[src/rtl/imm_encoder_pkg.sv]
// Shared definitions for the immediate encoder: format codes, field placement
// constants and the default error-counter width.
package imm_encoder_pkg;

  typedef enum logic [1:0] {
    FMT_D  = 2'b00,
    FMT_I  = 2'b01,
    FMT_CB = 2'b10,
    FMT_B  = 2'b11
  } fmt_e;

  localparam logic [4:0] D_LSB  = 5'd12;
  localparam logic [4:0] D_W    = 5'd9;
  localparam logic [4:0] I_LSB  = 5'd10;
  localparam logic [4:0] I_W    = 5'd12;
  localparam logic [4:0] CB_LSB = 5'd5;
  localparam logic [4:0] CB_W   = 5'd19;
  localparam logic [4:0] B_LSB  = 5'd0;
  localparam logic [4:0] B_W    = 5'd26;

  localparam int ERR_W_DEFAULT = 8;

  function automatic logic [31:0] field_mask(input logic [4:0] lsb, input logic [4:0] w);
    return ((32'd1 << w) - 32'd1) << lsb;
  endfunction

endpackage

[src/rtl/imm_range_check.sv]
// Combinational range check and field alignment of a 64-bit immediate for the
// selected instruction format.
module imm_range_check
  import imm_encoder_pkg::*;
(
  input  logic [1:0]         fmt,
  input  logic signed [63:0] imm,
  output logic               range_err,
  output logic [31:0]        field,
  output logic [31:0]        mask
);

  logic [4:0]         lsb;
  logic [4:0]         width;
  logic signed [63:0] hi;

  always_comb begin
    lsb   = D_LSB;
    width = D_W;
    case (fmt)
      FMT_I:   begin lsb = I_LSB;  width = I_W;  end
      FMT_CB:  begin lsb = CB_LSB; width = CB_W; end
      FMT_B:   begin lsb = B_LSB;  width = B_W;  end
      default: begin lsb = D_LSB;  width = D_W;  end
    endcase
  end

  // Signed fields fit when everything from the field's sign bit up is one copy
  // of that sign bit; the unsigned I field fits when nothing above bit 11 is set.
  always_comb begin
    hi = imm >>> (width - 5'd1);
    if (fmt == FMT_I)
      range_err = |imm[63:12];
    else
      range_err = !((hi == '0) || (&hi));
    mask  = field_mask(lsb, width);
    field = (imm[31:0] << lsb) & mask;
  end

endmodule

[src/rtl/imm_encoder.sv]
// Two-stage pipelined immediate encoder: packs a 64-bit immediate into the
// field of an instruction word, flags out-of-range values and counts them.
module imm_encoder
  import imm_encoder_pkg::*;
#(
  parameter int ERR_W = ERR_W_DEFAULT
) (
  input  logic               clk,
  input  logic               reset,
  input  logic               in_valid,
  output logic               in_ready,
  input  logic [1:0]         fmt,
  input  logic [31:0]        base_instr,
  input  logic signed [63:0] imm,
  output logic               out_valid,
  input  logic               out_ready,
  output logic [31:0]        instr,
  output logic               range_err,
  output logic [ERR_W-1:0]   err_count
);

  function automatic logic [ERR_W-1:0] sat_inc(input logic [ERR_W-1:0] v);
    return (&v) ? v : v + 1'b1;
  endfunction

  function automatic logic [31:0] merge_field(input logic [31:0] base,
                                              input logic [31:0] field,
                                              input logic [31:0] mask);
    return (base & ~mask) | field;
  endfunction

  logic        err_c;
  logic [31:0] field_c;
  logic [31:0] mask_c;

  logic        vld_p1;
  logic        err_p1;
  logic [31:0] field_p1;
  logic [31:0] mask_p1;
  logic [31:0] base_p1;

  logic adv_p1;
  logic adv_p2;

  assign adv_p2   = !out_valid || out_ready;
  assign adv_p1   = !vld_p1 || adv_p2;
  assign in_ready = adv_p1;

  imm_range_check u_range_check (
    .fmt       (fmt),
    .imm       (imm),
    .range_err (err_c),
    .field     (field_c),
    .mask      (mask_c)
  );

  // Stage 1: range check result and field-aligned immediate
  always_ff @(posedge clk) begin
    if (in_valid && adv_p1) begin
      err_p1   <= err_c;
      field_p1 <= field_c;
      mask_p1  <= mask_c;
      base_p1  <= base_instr;
    end
  end

  // Stage 2: merged instruction word and error flag; out_valid is its valid
  always_ff @(posedge clk or posedge reset) begin
    if (reset) begin
      vld_p1    <= 1'b0;
      out_valid <= 1'b0;
      instr     <= '0;
      range_err <= 1'b0;
      err_count <= '0;
    end else begin
      if (adv_p1)
        vld_p1 <= in_valid;
      if (adv_p2)
        out_valid <= vld_p1;
      if (vld_p1 && adv_p2) begin
        instr     <= merge_field(base_p1, field_p1, mask_p1);
        range_err <= err_p1;
      end
      if (out_valid && out_ready && range_err)
        err_count <= sat_inc(err_count);
    end
  end

endmodule

[config.mk]
export PLATFORM = sky130hd
export DESIGN_NAME = imm_encoder
export DESIGN_NICKNAME = d
export VERILOG_FILES = /design/src/rtl/imm_encoder_pkg.sv /design/src/rtl/imm_range_check.sv /design/src/rtl/imm_encoder.sv
export SDC_FILE = /design/constraint.sdc
export NUM_CORES = 1
export LEC_CHECK = 0
export ABC_AREA = 1
export CORE_MARGIN = 4
export CORE_UTILIZATION = 38
export DETAILED_ROUTE_END_ITERATION = 6
export PLACE_DENSITY_LB_ADDON = 0.12
export RECOVER_POWER = 25
export SKIP_CTS_REPAIR_TIMING = 1
export SLEW_MARGIN = 10
export SYNTH_ARGS = -nofsm -noshare
export SYNTH_HDL_FRONTEND = slang
export SYNTH_SLANG_ARGS = --single-unit
export TNS_END_PERCENT = 20
[constraint.sdc]
create_clock -name clk -period 2.3 [get_ports clk]
set_input_delay 0.46 -clock clk [delete_from_list [all_inputs] [get_ports clk]]
set_output_delay 0.46 -clock clk [all_outputs]
set_load 0.05 [all_outputs]
# Yosys cells after proc, flatten, opt, wreduce, memory -nomap -nowiden
# Cells that the tools add are included.
[totals]
regBits = 140
latch_bits = 0
mem_bits_rw = 0
mem_bits_ro = 0
input_bits = 102
output_inout_bits = 43
elab_cells = 42
mem_count = 0
[classes]
n_addsub = 3
mul = 0
div_mod_pow = 0
order_cmp = 0
n_eq_ne = 3
shift = 4
mux = 3
n_bitwise = 5
reduce_logical = 15
[op_table]
columns = ["cell", "n"]
rows = [
  ["32-bit bitwise AND", 2],
  ["64-bit zero test", 1],
  ["64-bit AND reduction", 1],
  ["32-bit by 4-bit left shift with 32-bit output", 2],
  ["64-bit by 5-bit >>> shifter with 64-bit output", 1],
  ["52-bit OR reduction", 1],
  ["32-bit NOT", 1],
  ["32-bit OR", 1],
  ["1-bit by 5-bit left shift with 32-bit output, first input constant", 1],
  ["32-bit by 1-bit subtractor with 32-bit output, second input constant", 1],
  ["5-bit case mux with 3 select lines", 1],
  ["4-bit case mux with 3 select lines", 1],
  ["8-bit by 1-bit adder with 8-bit output, second input constant", 1],
  ["8-bit AND reduction", 1],
  ["5-bit by 1-bit subtractor with 5-bit output, second input constant", 1],
  ["2-bit == test, second input constant", 2],
  ["1-bit logical AND", 4],
  ["1-bit zero test", 3],
  ["1-bit logical OR", 3],
  ["2-bit by 1-bit == test with 1-bit output, second input constant", 1],
  ["2-bit AND reduction", 1],
  ["1-bit 2-to-1 mux", 1],
  ["1-bit NOT", 1],
]

# Longest topological paths before layout
# Gate-level depths: netlist of run 1.
[depth]
depth_word = 8
depth_mapped = 22
ltp_nobuf = 20

# Hierarchy
# A second synthesis of run 1 with hierarchy kept.
[hier_totals]
hier_cells = 1296
hier_area_um2 = 9416.5
[by_module_without_submodules]
columns = ["mod", "instances", "cells_per_inst", "area_per_inst_um2", "seq_area_each_um2"]
rows = [
  ["imm_encoder", 1, 343, 4928.5, 3988.8],
  ["imm_range_check", 1, 953, 4488.1, 0.0],
]

# Least setup slack after synthesis of run 1
# No wires, ideal clock.
[synth_timing]
path_type = "register to register"
from = "register out_valid"
to = "register base_p1[0] (enable)"
setup_time_ns = 0.433
arrival_ns = 2.798
t_required_ns = 1.867
setup_slack_ns = -0.931
stages_incl_launch_ff = 4
path_buffers = 0
period_less_slack_ns = 3.231
path_cell_list = "dfrtp_1 -> nand3_1 -> nand2_1 -> inv_1"
[synth_via]
elab_chain_cells = 4
[synth_lines]
columns = ["element", "line", "text"]
rows = [
  ["start, declared", "imm_encoder.sv:15", "output logic out_valid,"],
  ["start signal, assigned", "imm_encoder.sv:79", "out_valid <= vld_p1;"],
  ["1-bit zero test", "imm_encoder.sv:45", "assign adv_p2 = !out_valid || out_ready;"],
  ["1-bit logical OR", "imm_encoder.sv:45", ""],
  ["1-bit logical OR", "imm_encoder.sv:46", "assign adv_p1 = !vld_p1 || adv_p2;"],
  ["via in_ready", "imm_encoder.sv:11", "output logic in_ready,"],
  ["1-bit logical AND", "imm_encoder.sv:59", "if (in_valid && adv_p1) begin"],
  ["end signal, assigned", "imm_encoder.sv:63", "base_p1 <= base_instr;"],
  ["end, declared", "imm_encoder.sv:40", "logic [31:0] base_p1;"],
]
# The timed path passes the listed nets, and every way through them passes these cells.
# A chain may end at the register's enable or synchronous reset.

# Worst setup path after layout of run 1
[layout_timing]
from = "input port fmt[0]"
to = "register err_p1, data pin"
[layout_via]
elab_chain_cells = 8
word_cells_on_any_way = 11
cone_classes = "add/sub (1); eq/ne (3); shift (1); mux (2); reduce/logical (4)"
[layout_lines]
columns = ["element", "line", "text"]
rows = [
  ["start, declared", "imm_encoder.sv:12", "input logic [1:0] fmt,"],
  ["2-bit == test / 2-bit by 1-bit == test with 1-bit output (equally long branches)", "imm_range_check.sv:20, imm_range_check.sv:32", ""],
  ["5-bit case mux with 3 select lines", "imm_range_check.sv:20", "case (fmt)"],
  ["5-bit by 1-bit subtractor with 5-bit output", "imm_range_check.sv:31", "hi = imm >>> (width - 5'd1);"],
  ["64-bit by 5-bit >>> shifter with 64-bit output", "imm_range_check.sv:31", ""],
  ["64-bit zero test / 64-bit AND reduction (equally long branches)", "imm_range_check.sv:35", "range_err = !((hi == '0) || (&hi));"],
  ["1-bit logical OR", "imm_range_check.sv:35", ""],
  ["1-bit zero test", "imm_range_check.sv:35", ""],
  ["1-bit 2-to-1 mux (*)", "imm_range_check.sv:32", "if (fmt == FMT_I)"],
  ["via err_c", "imm_encoder.sv:32", "logic err_c;"],
  ["end signal, assigned", "imm_encoder.sv:60", "err_p1 <= err_c;"],
  ["end, declared", "imm_encoder.sv:37", "logic err_p1;"],
]
# The timed path passes the listed nets; every way through them passes the cells marked *.

==> parameters.txt, run 1 <==
Parameter                              Value

Floorplanning
  Floorplan row count    56
  Top-level I/O count    145
  Die Width    162.8 um
  Vertical die dimension    162.8 um
  Die area    26520 um2
  Initial Util    38.70%
  Core Footprint    23540 um2

CTS
  Clock transition at the registers of the reported paths    60 ps
  CTS tree    done
  Root cell of the clock tree    sky130_fd_sc_hd__clkbuf_16
  Total CTS buffers    17
  H-tree depth    4
  Clock network latency to the later pin of the worst-skew pair    400 ps
  Longest Clk Path Bufs    2
  Sink count of the clock tree    122

Timing
  Maximum clock rate    401.2 MHz
  Max-slew violation count    0
  Final clock period utilization by the worst path    108.4%
  Final setup skew    9.576 ps
  Final count of negative-setup-slack endpoints    1
  Relative slew slack    42.41%
  Fin worst setup slack    -192.5 ps
  Hold Vio Cnt, Final    0
  Post-layout minimum cycle time    2492 ps
  Least-Margin Pin Slew    863.9 ps
  RSZ-0062 raised after global routing    true

Global route
  Gr busiest metal    met2
  Routing usage on met2    48.02%
  Remaining global-route overflow    0
  Met1 global-route usage    29.00%
  Combined global-route utilization of all metal layers    26.16%
  First-pass GRT wire length    53850 um
  Vias in the first global route    9928
  Pin count of the biggest net entering global routing    54
  Initial antenna violation count    0
  Global routing usage on met3    2.278%

Finish
  Final nets    1726
  Fraction of final layout cells with drive strength greater than 1    28.69%
  Core utilization of the finished layout    61.89%
  Area added between synthesis and finish    59.91%
  Antenna Cells    0

Logic synthesis
  Mapped Area    9111 um2
  Net count after synthesis    1426
  Post-synthesis cell count    1315
  FFs w/ async S/R, synth    35.25%
  Count of flip-flops with a built-in enable after synthesis    79
  Post-synthesis sequential area ratio    37.85%
  Leading post-synthesis cells by cell area    sky130_fd_sc_hd__edfxtp_1 26%, sky130_fd_sc_hd__nand3_1 20%, sky130_fd_sc_hd__nand2_1 13%
  Count of different cell masters after synthesis    44
  Most area-hungry cell type in the Yosys netlist    sky130_fd_sc_hd__edfxtp_1
  Most instantiated cells after synthesis    367 x sky130_fd_sc_hd__nand3_1, 316 x sky130_fd_sc_hd__nand2_1, 105 x sky130_fd_sc_hd__o21ai_0, 93 x sky130_fd_sc_hd__nor2_1, 85 x sky130_fd_sc_hd__inv_1
  Number of warnings issued by yosys    0
  Average cell area after synthesis    6.929 um2
  Post-synth top flop    sky130_fd_sc_hd__edfxtp_1
  Share of the synthesized area in the top cell type    26.04%
  Most frequently used cell type in the post-synthesis netlist    sky130_fd_sc_hd__nand3_1
  #FFs+latches synth    122

Power and ir drop
  Leakage power    6.411 nW
  Overall power of the completed layout    10.59 mW
  Power per Cell Area    726.9 nW/um2
  Peak supply drop    0.0005700 V

Detailed routing
  Number of nets still failing antenna checks after routing    0
  DRC violations left    0
  Vias/cell    5.452
  Via count    10620
  Total wire length    38000 um
  Routed length per placed instance    19.52 um
  First-pass detailed-route iteration total    5
  Number of DRC markers in iteration 0    822

Worst hold path
  Hold Path Class    register to register

Setup path
  Kind of launch point of the worst setup path    input pin
  Maximum fanout count along the critical path    5
  Crit path DAT    2660 ps
  Reg2Reg Setup Slack    580 ps
  Class of the most critical setup path    input pin to register
  Endpoint kind of the worst setup timing path    register
  Data required time at the worst endpoint    2470 ps

Place
  Input/output buffers    144
  HPWL after detailed placement    28530 um
  RePlAce Congestion    0.9785

Outcome
  Outcome    complete, but fails checks
  Violated checks    setup timing

Flow run
  MaxCap Viol Count    0
==> final cells by class <==
| type | count | area, um2 |
|---|---|---|
| inverters | 90 | 366.6 |
| flip-flops and latches | 122 | 3450 |
| multi-input cells | 1026 | 6165 |
| repair inverters | 1 | 8.758 |
| clock inverters | 13 | 167.7 |
| fillers | 2141 | 8972 |
| clock buffers | 19 | 454.2 |
| repair buffers | 357 | 3560 |
| well taps | 319 | 399.1 |
==> metrics by stage <==
stage / cells / TNS, ps / setup WS, ps / area [um2] / hold WS [ps]
3_3_place_gp: 1881 / -34050 / -1253 / 12390 / 464.2
5_1_grt: 1947 / -351.0 / -336.1 / 14570 / 497.6
6_report: 1947 / -192.5 / -192.5 / 14570 / 479.5
2_1_floorplan: 1315 / -12960 / -301.1 / 9422 / 455.5
3_5_place_dp: 1881 / -34450 / -1294 / 12390 / 472.1
4_1_cts: 1913 / -16880 / -856.3 / 13010 / 355.6
==> power breakdown <==
group          total, mW  leakage (nW)  internal [mW]  switching, mW
sequential          2.95          1.28           2.75          0.201
combinational       4.90          4.83           1.87           3.03
clock               2.74         0.299           1.78          0.963
total               10.6          6.41           6.40           4.19
==> worst max-delay path: stages <==
cell                      delay, ps
sky130_fd_sc_hd__buf_6          100
sky130_fd_sc_hd__buf_6          120
sky130_fd_sc_hd__ha_4           160
sky130_fd_sc_hd__ha_4           370
sky130_fd_sc_hd__buf_6          140
sky130_fd_sc_hd__inv_6           30
sky130_fd_sc_hd__buf_4          120
sky130_fd_sc_hd__nand3_1        100
sky130_fd_sc_hd__buf_4          120
sky130_fd_sc_hd__nand2_1         60
sky130_fd_sc_hd__nor2_1         140
sky130_fd_sc_hd__o21ai_0        180
sky130_fd_sc_hd__nor2_1         140
sky130_fd_sc_hd__nand3_1         90
sky130_fd_sc_hd__nor2_1         120
sky130_fd_sc_hd__nand2_1         80
sky130_fd_sc_hd__nand3_1         60
sky130_fd_sc_hd__nand2_1         50
==> path summary, 6_finish.rpt <==
kind | startpoint | to | cells past startpoint
max | fmt[0] | err_p1 | 18
min | instr[5] | instr[5] | 2
max reg2reg | err_count[0] | err_count[7] | 9
min reg2reg | instr[5] | instr[5] | 2
max in group asynchronous | reset | instr[27] | 3
min in group asynchronous | reset | err_count[6] | 2
==> registers in the layout (all words and copies together), names as in the netlist <==
signal / flops
base_p1: 32
err_count: 8
err_p1: 1
field_p1: 32
instr: 32
mask_p1: 14
out_valid: 1
range_err: 1
vld_p1: 1
==> cell families (layout without fill, tap and decap cells) <==
group / Yosys count / in the layout / share of synthesized area [%]
simple gates: 819 / 819 / 40.33
compound gates: 170 / 170 / 9.888
buf+inv: 167 / 480 / 7.704
flops: 122 / 122 / 37.85
mux: 21 / 21 / 2.321
fa+ha+maj: 9 / 9 / 1.236
xor+xnor: 7 / 7 / 0.6729
==> routing by layer <==
layer,vias to the layer above,share of wire [%]
li1,5156,-
met4,0,7.0
met5,-,0
met3,120,4.0
met1,4979,38
met2,361,51
==> cell usage in the layout (no fill, tap or decap), types with 8 or more instances in the layout <==
cell type	synthesis	final
sky130_fd_sc_hd__nor2_2	2	8
sky130_fd_sc_hd__buf_6	3	12
sky130_fd_sc_hd__inv_1	85	80
sky130_fd_sc_hd__clkbuf_16	0	25
sky130_fd_sc_hd__nand3_4	0	35
sky130_fd_sc_hd__nor2_1	93	84
sky130_fd_sc_hd__nand3_2	7	119
sky130_fd_sc_hd__buf_12	1	25
sky130_fd_sc_hd__nand3_1	367	220
sky130_fd_sc_hd__mux2i_1	20	20
sky130_fd_sc_hd__o21ai_0	105	99
sky130_fd_sc_hd__nand2_2	3	25
sky130_fd_sc_hd__dlygate4sd3_1	0	33
sky130_fd_sc_hd__dfrtp_1	43	42
sky130_fd_sc_hd__a21oi_1	49	49
sky130_fd_sc_hd__nand2_1	316	290
sky130_fd_sc_hd__buf_4	4	162
sky130_fd_sc_hd__edfxtp_1	79	79
sky130_fd_sc_hd__nor4_1	13	13
sky130_fd_sc_hd__clkdlybuf4s50_1	0	108
No activity file was read; power rests on OpenSTA's default activity.
==> run 2, diff against run 1 <==
--- a/config.mk
+++ b/config.mk
@@ -9,7 +9,7 @@
 export CORE_MARGIN = 4
 export CORE_UTILIZATION = 38
 export DETAILED_ROUTE_END_ITERATION = 6
-export PLACE_DENSITY_LB_ADDON = 0.12
+export PLACE_DENSITY_LB_ADDON = 0.3
 export RECOVER_POWER = 25
 export SKIP_CTS_REPAIR_TIMING = 1
 export SLEW_MARGIN = 10
==> run 2 against run 1 <==
Sequential cell count unchanged. The run still ends with setup timing left. Hold slack better by 1.7 ps. Clock power fell by 12%. Largest power group unchanged. Via count rose by 1.8%. Sequential share of layout area shrank 0.093 points. Critical path depth fell by 1. Sequential power is essentially flat. Critical path type unchanged. Fmax rose by 1.7%. Final cell count is 1.2% lower.
==> parameters.txt, run 2 (synthesis results as in run 1) <==
Parameter                              Value

Global route
  Remaining global-route overflow    0
  Global routing usage on met3    2.961%
  Pin count of the biggest net entering global routing    53
  First-pass GRT wire length    51680 um
  Routing usage on met2    44.11%
  Combined global-route utilization of all metal layers    24.37%
  Initial antenna violation count    0
  Vias in the first global route    10180
  Gr busiest metal    met2
  Met1 global-route usage    27.14%

Timing
  Final setup skew    10.39 ps
  Least-Margin Pin Slew    746.5 ps
  Hold Vio Cnt, Final    0
  Final clock period utilization by the worst path    106.6%
  Max-slew violation count    0
  Total negative slack for setup checks    -151.4 ps
  Post-layout minimum cycle time    2451 ps
  Relative slew slack    50.18%
  Final count of negative-setup-slack endpoints    1
  Fin worst setup slack    -151.4 ps
  RSZ-0062 raised after global routing    true
  Maximum clock rate    407.9 MHz

Setup path
  Critical Path, Cell by Cell    buf_8 -> buf_6 -> ha_4 -> ha_4 -> clkinv_8 -> buf_8 -> buf_6 -> nand3_2 -> nand3_1 -> nand3_2 -> nand4_1 -> nor2_1 -> nand2_1 -> nor2_1 -> nand2_2 -> nand3_2 -> nand2_1
  Depth of the worst register-to-register path    9
  End point of the critical path    err_p1
  Reg2Reg Capture Point    err_count[7]
  Cell occurring most often along the worst timing path    sky130_fd_sc_hd__nand3_2
  Reg-to-Reg Start    err_count[0]
  Maximum fanout count along the critical path    7
  Crit path DAT    2620 ps
  Delay contributed by the slowest stage of the critical path    360 ps
  Data required time at the worst endpoint    2460 ps
  Kind of launch point of the worst setup path    input pin
  Critical Path Slowest Stage Cell    sky130_fd_sc_hd__ha_4
  Class of the most critical setup path    input pin to register
  Critical path startpoint    fmt[0]
  Endpoint kind of the worst setup timing path    register
  Reg2Reg Setup Slack    570 ps

Detailed routing
  Routed length per placed instance    18.61 um
  DRC violations left    0
  Total wire length    35790 um
  Via count    10810
  Vias/cell    5.622
  First-pass detailed-route iteration total    5
  Number of DRC markers in iteration 0    826
  Number of nets still failing antenna checks after routing    0

CTS
  CTS tree    done
  Clock transition at the registers of the reported paths    60 ps
  Sink count of the clock tree    122
  Total CTS buffers    17
  Longest Clk Path Bufs    2
  Clock network latency to the later pin of the worst-skew pair    400 ps
  Root cell of the clock tree    sky130_fd_sc_hd__clkbuf_16
  H-tree depth    4

Power and ir drop
  Power per Cell Area    698.5 nW/um2
  Peak supply drop    0.0006577 V
  Leakage power    6.458 nW

Floorplanning
  Vertical die dimension    162.8 um
  Die area    26520 um2
  Top-level I/O count    145
  Initial Util    38.70%
  Floorplan row count    56
  Core Footprint    23540 um2
  Die Width    162.8 um

Worst hold path
  Hold Path Class    register to register

Finish
  Area added between synthesis and finish    60.55%
  Final nets    1702
  Registers with the most flip-flops    base_p1 x32, field_p1 x32, instr x32
  Antenna Cells    0
  Most common library cell in the layout ignoring fill and taps    sky130_fd_sc_hd__nand2_1
  Fraction of final layout cells with drive strength greater than 1    32.36%
  Filler cell count in the final layout    2059
  Commonest cells after routing, fill and taps aside    282 x sky130_fd_sc_hd__nand2_1, 196 x sky130_fd_sc_hd__nand3_2, 159 x sky130_fd_sc_hd__nand3_1

Outcome
  Violated checks    setup timing
  Outcome    complete, but fails checks

Place
  Input/output buffers    144
  RePlAce Congestion    1.056
  HPWL after detailed placement    26410 um
  Setup slack after placement    -1143 ps

Flow run
  MaxCap Viol Count    0
## run 2: cell count changes in the layout (fill, tap and decap cells not counted), sizes merged
| cell | change |
|---|---|
| buf | -23 |
| bufinv | -3 |
| clkbuf | -1 |
| clkinv | -1 |
| clkinvlp | -1 |
| inv | +5 |
## run 2: metal layers
layer  share of wire, %  vias up
li1                   -     5099
met1                 37     5040
met2                 50      509
met3                5.5      163
met4                7.1        0
met5                  0        -
## run 2: layout make-up
| type | count | area (um2) | area share, % |
|---|---|---|---|
| clock buffer | 18 | 450.4 | 3.079 |
| clock inverter | 14 | 91.34 | 0.6244 |
| inverter | 90 | 370.4 | 2.532 |
| multi-input combinational | 1026 | 6380 | 43.61 |
| sequential | 122 | 3450 | 23.58 |
| tap | 319 | 399.1 | 2.729 |
| timing repair buffer | 334 | 3487 | 23.84 |
## run 2: report_power, final
group	switching (mW)	internal [mW]
combinational	3.00	1.85
sequential	0.212	2.75
clock	0.958	1.44
total	4.17	6.04
## run 2: worst min path at each step
| stage | start | slack [ps] | cells after the start | end |
|---|---|---|---|---|
| after floorplan | err_p1 | 460 | 1 | range_err |
| after detailed placement | instr[4] | 470 | 2 | instr[4] |
| after global placement | instr[20] | 460 | 2 | instr[20] |
| after CTS | reset | 370 | 2 | err_count[2] |
| final | instr[4] | 480 | 2 | instr[4] |
| after global routing | instr[4] | 510 | 2 | instr[4] |
## run 2: through the flow
stage	cell area (um2)	instances	power [mW]	utilization, %	hold slack, ps
2_1_floorplan	9422	1315	5.540	-	455.5
6_report	14630	1923	10.22	62.13	481.2
3_3_place_gp	12270	1862	7.140	52.12	464.2
4_1_cts	12810	1894	9.611	54.42	368.5
5_1_grt	14630	1923	10.72	62.13	511.1
3_5_place_dp	12270	1862	7.188	52.12	472.0
## run 2: critical path, delay by kind of cell
kind	cells	cell delay, ps
AND/OR/NAND/NOR	10	990
buffers and inverters	5	630
adder cells (fa/ha/maj)	2	520
==> patch (flow settings as in run 1) <==
Register the output `err_count` once more, without a reset; this adds one clock of latency there. The other outputs are not delayed to match.
--- a/src/rtl/imm_encoder.sv
+++ b/src/rtl/imm_encoder.sv
@@ -20,2 +20,4 @@
 );
+
+  logic [ERR_W-1:0] err_count_s0;
 
@@ -73,3 +75,3 @@
       range_err <= 1'b0;
-      err_count <= '0;
+      err_count_s0 <= '0;
     end else begin
@@ -84,4 +86,8 @@
       if (out_valid && out_ready && range_err)
-        err_count <= sat_inc(err_count);
+        err_count_s0 <= sat_inc(err_count_s0);
     end
+  end
+
+  always_ff @(posedge clk) begin
+    err_count <= err_count_s0;
   end
Check against the original RTL: not equivalent (Yosys sat finds a counterexample within 4 cycles, from zero or initial values and one cycle with reset high).
==> patch against run 1 <==
- the run still ends with setup timing left
- sequential power increased by 5%
- maximum frequency is 1.9% higher
- die area rose by 1.7%
- sequential share of layout area is 0.52 points higher
- setup slack better by 0.046 ns
- utilization rose by 0.93 points
- via count grew 0.51%
- sequential cell count is 8 higher
- routed wire length down 3.7%
- final cell count fell by 0.67%
- first-iteration DRC count rose by 6.7%
- design area is 2.4% higher
- area after synthesis grew 1.8%
- total power decreased by 1.4%
- critical path type unchanged
- largest cell class unchanged
- largest power group unchanged
==> patch: results <==
group,metric,value,unit
yosys,synth_nets,1431,
place,dp_hpwl,27100,um
critical_path,path_max_fanout,10,
critical_path,r2r_start,"err_count_s0[0]$_DFFE_PP0P_",
timing,skew,0.0107,ns
cells_and_area,final_layout_size_suffix_gt1_share,32.0,%
global_routing,grt_max_degree,65,
global_routing,grt_pass1_wl,52100,um
cells_and_area,fillCellCount,2061,
hold_path,hp-start,"err_count_s0[6]$_DFFE_PP0P_",
place,routabilityCongestion,0.959,
critical_path,critPathSlowestCell,"nand3_1",
timing,slew_headroom,51.3,%
hold_path,hold_depth,0,
run_status,outcome,"finished, violations left",
yosys,ys_types,46,
routing,drt-wirelength-per-cell,18.9,um
place,placed_cell_area,12300,um2
run_status,violations,"setup timing",
yosys,async_flop_share,33.1,%
routing,vias,10670,
cells_and_area,nets,1713,
global_routing,grt_usage,24.7,%
yosys,synth_area_leaders,"edfxtp_1 26%, nand3_1 20%, nand2_1 13%",
yosys,postSynthCellCount,1320,
yosys,yosysSeqAreaShare,38.9,%
hold_path,min_to,"err_count[6]$_DFF_P_",
timing,setup_viol,1,
timing,whs,0.415,ns
critical_path,slowest_delay,0.24,ns
timing,setup_slack,-0.146,ns
power_and_ir_drop,vdd_drop_max,500,uV
==> patch: metal layers <==
metal	track usage (%)	vias to the layer above	wire length [um]	part of all wire (%)
li1	-	5118	-	-
met1	27.9	5036	14100	38
met2	45.7	390	18700	51
met3	2.79	126	1550	4.2
met4	12.8	0	2280	6.2
met5	0	-	0	0
==> patch: worst max path at each step <==
stage | start | end | slack (ns) | cells after the start
2_1_floorplan | fmt[1] | err_p1$_DFFE_PP_ | -0.29 | 19
3_3_place_gp | fmt[0] | err_p1$_DFFE_PP_ | -1.06 | 21
3_5_place_dp | fmt[0] | err_p1$_DFFE_PP_ | -1.11 | 21
4_1_cts | fmt[0] | err_p1$_DFFE_PP_ | -0.67 | 21
5_1_grt | fmt[1] | err_p1$_DFFE_PP_ | -0.25 | 21
6_report | fmt[1] | err_p1$_DFFE_PP_ | -0.15 | 21
==> patch: kinds of logic (layout without fill, tap and decap cells) <==
group	after synthesis	count (layout)	synth area share, %
AND/OR/NAND/NOR	817	817	39.6
AO/OA/AOI/OAI	171	171	9.78
multiplexers	21	21	2.28
flip-flops	130	130	38.9
adder cells (fa/ha/maj)	9	9	1.21
XOR/XNOR	7	7	0.661
buffers and inverters	165	460	7.58
==> patch: power by group <==
group          internal (uW)  total, uW  switching, uW
sequential              2910       3110            198
clock                   1520       2600           1090
combinational           1810       4730           2920
==> patch: cell type report <==
| class | instances | area, um2 | area share [%] |
|---|---|---|---|
| Clock buffer | 17 | 425 | 2.85 |
| Tap cell | 319 | 399 | 2.67 |
| Multi-Input combinational cell | 1025 | 6540 | 43.8 |
| Clock inverter | 15 | 146 | 0.981 |
| Timing Repair Buffer | 340 | 3440 | 23.0 |
| Inverter | 88 | 363 | 2.43 |
| Sequential cell | 130 | 3610 | 24.2 |
==> patch: metrics by stage <==
stage               setup TNS [ns]  setup WS [ns]
CTS                          -8.23         -0.668
floorplan                   -12.94         -0.292
finish                      -0.146         -0.146
detailed placement          -25.61          -1.11
global placement            -24.33          -1.06
global route                -0.247         -0.247
